$ cat src/rtl/irq_prio_rr_arbiter_pkg.sv
// Shared types and constants for the priority / round-robin interrupt arbiter.
package irq_prio_rr_arbiter_pkg;

  localparam int unsigned DefaultPrioW = 3;

  typedef enum logic [1:0] {
    StIdle    = 2'd0,
    StPresent = 2'd1,
    StService = 2'd2
  } arb_state_e;

  function automatic int unsigned id_w(input int unsigned n);
    return (n > 1) ? $clog2(n) : 1;
  endfunction

endpackage

$ cat src/rtl/irq_prio_rr_arbiter_select.sv
// Combinational winner pick: highest priority, ties resolved by circular scan from i_rr_ptr.
module irq_prio_rr_arbiter_select
  import irq_prio_rr_arbiter_pkg::*;
#(
  parameter int unsigned NUM_INT_PORTS = 16,
  parameter int unsigned PRIO_W        = DefaultPrioW,
  parameter int unsigned ID_W          = id_w(NUM_INT_PORTS)
) (
  input  logic [NUM_INT_PORTS-1:0]        i_cand,
  input  logic [NUM_INT_PORTS*PRIO_W-1:0] i_prio,
  input  logic [ID_W-1:0]                 i_rr_ptr,
  output logic                            o_found,
  output logic [ID_W-1:0]                 o_win_id,
  output logic [PRIO_W-1:0]               o_win_prio
);

  logic              w_found;
  logic [ID_W-1:0]   w_win_id;
  logic [PRIO_W-1:0] w_win_prio;

  // Visiting sources in rotated order makes a strict '>' keep the first tie after rr_ptr.
  always_comb begin
    logic [ID_W:0]   v_sum;
    logic [ID_W-1:0] v_idx;
    w_found    = 1'b0;
    w_win_id   = '0;
    w_win_prio = '0;
    v_sum      = '0;
    v_idx      = '0;
    for (int unsigned j = 0; j < NUM_INT_PORTS; j++) begin
      v_sum = {1'b0, i_rr_ptr} + (ID_W+1)'(j);
      if (v_sum >= (ID_W+1)'(NUM_INT_PORTS)) begin
        v_sum = v_sum - (ID_W+1)'(NUM_INT_PORTS);
      end
      v_idx = v_sum[ID_W-1:0];
      if (i_cand[v_idx] && (!w_found || (i_prio[v_idx*PRIO_W +: PRIO_W] > w_win_prio))) begin
        w_found    = 1'b1;
        w_win_id   = v_idx;
        w_win_prio = i_prio[v_idx*PRIO_W +: PRIO_W];
      end
    end
  end

  assign o_found    = w_found;
  assign o_win_id   = w_win_id;
  assign o_win_prio = w_win_prio;

endmodule

$ cat src/rtl/irq_prio_rr_arbiter.sv
// Interrupt arbiter: per-source edge/level latching, enable, priority, threshold,
// round-robin tie break and a single in-service ACK/EOI handshake.
module irq_prio_rr_arbiter
  import irq_prio_rr_arbiter_pkg::*;
#(
  parameter int unsigned NUM_INT_PORTS = 16,
  parameter int unsigned PRIO_W        = DefaultPrioW,
  parameter int unsigned ID_W          = id_w(NUM_INT_PORTS)
) (
  input  logic                            CLK,
  input  logic                            RST,
  input  logic [NUM_INT_PORTS-1:0]        IRQ,
  input  logic [NUM_INT_PORTS-1:0]        IRQ_EDGE,
  input  logic [NUM_INT_PORTS-1:0]        IRQ_EN,
  input  logic [NUM_INT_PORTS*PRIO_W-1:0] IRQ_PRIO,
  input  logic [PRIO_W-1:0]               THRESH,
  output logic                            IRQ_VLD,
  output logic [ID_W-1:0]                 IRQ_ID,
  output logic [PRIO_W-1:0]               IRQ_PRIO_OUT,
  input  logic                            IRQ_ACK,
  input  logic                            IRQ_EOI,
  output logic                            IN_SERVICE,
  output logic [NUM_INT_PORTS-1:0]        PENDING
);

  arb_state_e r_state, w_state_next;

  logic [NUM_INT_PORTS-1:0] r_irq_q, r_pend, w_pend_next, w_cand;
  logic [ID_W-1:0]          r_id, r_rr_ptr, w_win_id;
  logic [PRIO_W-1:0]        r_prio, w_win_prio;
  logic                     w_found, w_ack, w_load;

  assign w_ack  = (r_state == StPresent) && IRQ_ACK;
  assign w_load = (r_state == StIdle) && w_found;

  // r_id doubles as the in-service id: it is frozen from presentation until EOI.
  always_comb begin
    w_pend_next = '0;
    w_cand      = '0;
    for (int i = 0; i < NUM_INT_PORTS; i++) begin
      if (IRQ_EDGE[i]) begin
        w_pend_next[i] = (IRQ[i] & ~r_irq_q[i]) | (r_pend[i] & ~(w_ack && (r_id == ID_W'(i))));
      end else begin
        w_pend_next[i] = IRQ[i];
      end
      w_cand[i] = r_pend[i] && IRQ_EN[i] && (IRQ_PRIO[i*PRIO_W +: PRIO_W] > THRESH) &&
                  !((r_state == StService) && (r_id == ID_W'(i)));
    end
  end

  irq_prio_rr_arbiter_select #(
    .NUM_INT_PORTS(NUM_INT_PORTS),
    .PRIO_W       (PRIO_W),
    .ID_W         (ID_W)
  ) u_select (
    .i_cand    (w_cand),
    .i_prio    (IRQ_PRIO),
    .i_rr_ptr  (r_rr_ptr),
    .o_found   (w_found),
    .o_win_id  (w_win_id),
    .o_win_prio(w_win_prio)
  );

  always_ff @(posedge CLK or negedge RST) begin
    if (!RST) begin
      r_state <= StIdle;
    end else begin
      r_state <= w_state_next;
    end
  end

  always_comb begin
    w_state_next = r_state;
    unique case (r_state)
      StIdle:    if (w_found) w_state_next = StPresent;
      StPresent: begin
        if (IRQ_ACK) begin
          w_state_next = StService;
        end else if (!w_cand[r_id]) begin
          w_state_next = StIdle;
        end
      end
      StService: if (IRQ_EOI) w_state_next = StIdle;
      default:   w_state_next = StIdle;
    endcase
  end

  always_comb begin
    IRQ_VLD    = (r_state == StPresent);
    IN_SERVICE = (r_state == StService);
  end

  always_ff @(posedge CLK or negedge RST) begin
    if (!RST) begin
      r_irq_q  <= '0;
      r_pend   <= '0;
      r_id     <= '0;
      r_prio   <= '0;
      r_rr_ptr <= '0;
    end else begin
      r_irq_q <= IRQ;
      r_pend  <= w_pend_next;
      if (w_load) begin
        r_id   <= w_win_id;
        r_prio <= w_win_prio;
      end
      if (w_ack) begin
        r_rr_ptr <= (r_id == ID_W'(NUM_INT_PORTS - 1)) ? '0 : r_id + 1'b1;
      end
    end
  end

  assign IRQ_ID       = r_id;
  assign IRQ_PRIO_OUT = r_prio;
  assign PENDING      = r_pend;

endmodule

$ cat config.mk
export PLATFORM = sky130hd
export DESIGN_NAME = irq_prio_rr_arbiter
export DESIGN_NICKNAME = d
export VERILOG_FILES = /design/src/rtl/irq_prio_rr_arbiter_pkg.sv /design/src/rtl/irq_prio_rr_arbiter_select.sv /design/src/rtl/irq_prio_rr_arbiter.sv
export SDC_FILE = /design/constraint.sdc
export NUM_CORES = 1
export LEC_CHECK = 0
export ABC_AREA = 0
export CORE_MARGIN = 2
export CORE_UTILIZATION = 40
export CTS_BUF_LIST = sky130_fd_sc_hd__clkbuf_8 sky130_fd_sc_hd__clkbuf_16
export DETAILED_ROUTE_END_ITERATION = 8
export PLACE_DENSITY = 0.65
export SLEW_MARGIN = 30
export SYNTH_ARGS = -nofsm -noshare
export SYNTH_HDL_FRONTEND = slang
export SYNTH_SLANG_ARGS = --single-unit
export TNS_END_PERCENT = 30
$ cat constraint.sdc
create_clock -name CLK -period 36.1 [get_ports CLK]
set_input_delay 7.22 -clock CLK [delete_from_list [all_inputs] [get_ports CLK]]
set_output_delay 7.22 -clock CLK [all_outputs]
set_load 0.01 [all_outputs]
==> metrics, run 1 <==
Worst R2R Start=r_rr_ptr[1]$_DFFE_PN0P_; drt wl/cell=25.6 um; Avg Cell Area, Syn=8.80 um2; final instance area=12100 um2; Synth area leaders=mux4_2 18%, ha_1 12%, dfrtp_1 11%; crit path max-delay cell type=clkdlybuf4s50_1; Final Setup Violations=0; GRT Resource Usage Total=0.303; final hold viol count=0; clock tree buffer depth=2; Placed Area=11900 um2; first-pass GRT wire length=62.4 mm; Starting Density=0.410; Fmax=0.0293 GHz; Setup crit start kind=input port; WP data arrival=34270 ps; crit-path max FO=16; most frequent cells after synthesis=122 x nand2_1, 103 x ha_1, 86 x mux2i_1; top sig layer=met4; post-cts repair resize count=0; Via-to-Cell Ratio=roughly 6.7; layout cells sized above 1=0.145; data required time of the critical path=36270 ps; wirelength, routed=41.0 mm; GP Congestion=0.991; Synth Instances=roughly 1200; via count=10800; max-cap viol count=0; clock root buffer=clkbuf_16; 1st-iter DRT viols=1195; Die Ht=165 um; WL met1=16.6 mm; Clock Skew=about 5 ps; Clock transition at path regs=roughly 60 ps; Final Slew Violations=0; TritonCTS buffer count=5; reg2reg setup slack=8800 ps; count of cell types in the netlist=101; Diodes inserted=0; vias in the first global route=10400; Reg2Reg Depth=124; Chip Width=165 um; Worst Hold End=PENDING[7]$_DFF_PN0_; sequential area share after synthesis=0.109; Mapped Area=10400 um2; IO Pins=roughly 130; H-Tree Depth=2; full die area=around 27000 um2; DRC violation count after routing=0; Post-synth ARST share=1.00; WL met3=3.89 mm; layout net count=1476; Mapped Nets=roughly 1400; total gr overflow=0; largest net degree at the start of global routing=46; P&R area growth vs syn=16.7%; Post-synth EDFFs=0; crit share post-route=0.945; clk sinks=45; Setup Crit Path Kind=in -> reg; cts hold-fix bufs=0; outcome=finished, final reports clean; Worst Hold Slack=546 ps; CP Capture Type=register; Detail Placement HPWL=33.0 mm; IO buf count=127; synth warn=0; Post CTS Setup Buffer Count=0; drt first pass iters=6; most frequent CP cell=ha_1; CTS tree=done; post-layout min period=34100 ps; Worst-Skew Late Latency=280 ps; R2R Path End=IRQ_ID[1]$_DFFE_PN0P_; Yosys top cell area share=0.182; Slowest Stage Delay on Critical Path=between 900 and 1000 ps; Detail Route Antenna Nets=0; Core ar.=25300 um2; Met2 Wirelength=17.9 mm; max_slew headroom=0.322; Main synth FF type=dfrtp_1; Seq cells post-synth=45; largest area contributor in the netlist=mux4_2; Hold Path Class=reg -> reg; beginning of the worst hold path=r_irq_q[7]$_DFF_PN0_; row cnt=58; Worst-Margin Slew=991 ps; initial antenna violation count=0; Hold Path Depth=2; top-count cell post-synth=nand2_1
-- registers in the layout, indices dropped and copies added, names as in the netlist --
name and cells:
r_state 2, r_irq_q 16, IRQ_ID 4, r_rr_ptr 4
IRQ_PRIO_OUT 3, PENDING 16
-- cell usage in the layout (no fill, tap or decap), drive strengths merged, types with 10 or more instances in the layout --
cell and n:
o21ai 54, a32o 16, nor3 27, dfrtp 45, a21oi 81, nor2 62, a22oi 21, mux4 84
a211oi 10, and2 30, mux2i 87, a31oi 23, clkdlybuf4s50 126, mux2 23, o2111a 17, nand3 53
nand2 123, a21o 18, buf 13, or2 10, and3 11, inv 55, ha 103, nand3b 21
-- layer usage --
metal  track usage  vias up
li1              -     4856
met1         0.402     5165
met2         0.468      617
met3        0.0519      128
met4         0.168        0
met5             0        -
-- stage by stage --
step	utilization	setup WS (ps)	std cells	setup TNS, ps
detailed placement	0.471	2050	1593	0
global placement	0.470	2590	1593	0
global route	0.478	-0.298	1601	-0.298
floorplan	-	6580	1179	0
CTS	0.477	2270	1601	0
finish	0.478	2000	1601	0
-- layout make-up --
class | count | area, um2
flip-flops and latches | 45 | 1130
fillers | 2437 | 13200
clock buffers | 6 | 139
repair buffers | 139 | 1360
clock inverters | 2 | 13.8
inverters | 57 | 214
multi-input cells | 1022 | 8840
well taps | 330 | 413
-- logic make-up (layout without fill, tap and decap cells) --
group | after synthesis | after routing | share of synthesized area
simple gates | 391 | 391 | 0.195
fa+ha+maj | 103 | 103 | 0.124
xor+xnor | 12 | 12 | 0.0116
flops | 45 | 45 | 0.109
buf+inv | 112 | 204 | 0.0455
mux | 194 | 194 | 0.292
compound gates | 322 | 322 | 0.224
-- critical path: cells and delay by family --
| family | cells | cell delay (ps) |
|---|---|---|
| adder cells (fa/ha/maj) | 16 | 4450 |
| buffers and inverters | 5 | 1150 |
| AO/OA/AOI/OAI | 73 | 15230 |
| multiplexers | 2 | 660 |
| AND/OR/NAND/NOR | 29 | 5550 |
-- worst max path at each step --
stage / from / endpoint / slack [ps] / cells past startpoint
finish: THRESH[0] / IRQ_ID[1]$_DFFE_PN0P_ / 2000 / 125
CTS: THRESH[0] / IRQ_ID[1]$_DFFE_PN0P_ / 2270 / 124
global route: THRESH[0] / IRQ_ID[1]$_DFFE_PN0P_ / -0.3 / 124
floorplan: THRESH[2] / IRQ_ID[1]$_DFFE_PN0P_ / 6580 / 129
global placement: THRESH[0] / IRQ_ID[1]$_DFFE_PN0P_ / 2590 / 125
detailed placement: THRESH[0] / IRQ_ID[1]$_DFFE_PN0P_ / 2050 / 124
Power of run 1 is not shown: default switching activity piles up to over one toggle a cycle in this logic, so the estimate is an artifact.
==> inputs of run 2 (changes only) <==
--- a/config.mk
+++ b/config.mk
@@ -10,6 +10,7 @@
 export CORE_UTILIZATION = 40
 export CTS_BUF_LIST = sky130_fd_sc_hd__clkbuf_8 sky130_fd_sc_hd__clkbuf_16
 export DETAILED_ROUTE_END_ITERATION = 8
+export HOLD_SLACK_MARGIN = 0.02
 export PLACE_DENSITY = 0.65
 export SLEW_MARGIN = 30
 export SYNTH_ARGS = -nofsm -noshare
==> results of run 2 <==
Same layout as run 1: the final DEF is identical, and so are final timing and power.
Power of run 2 is left out for the same reason.
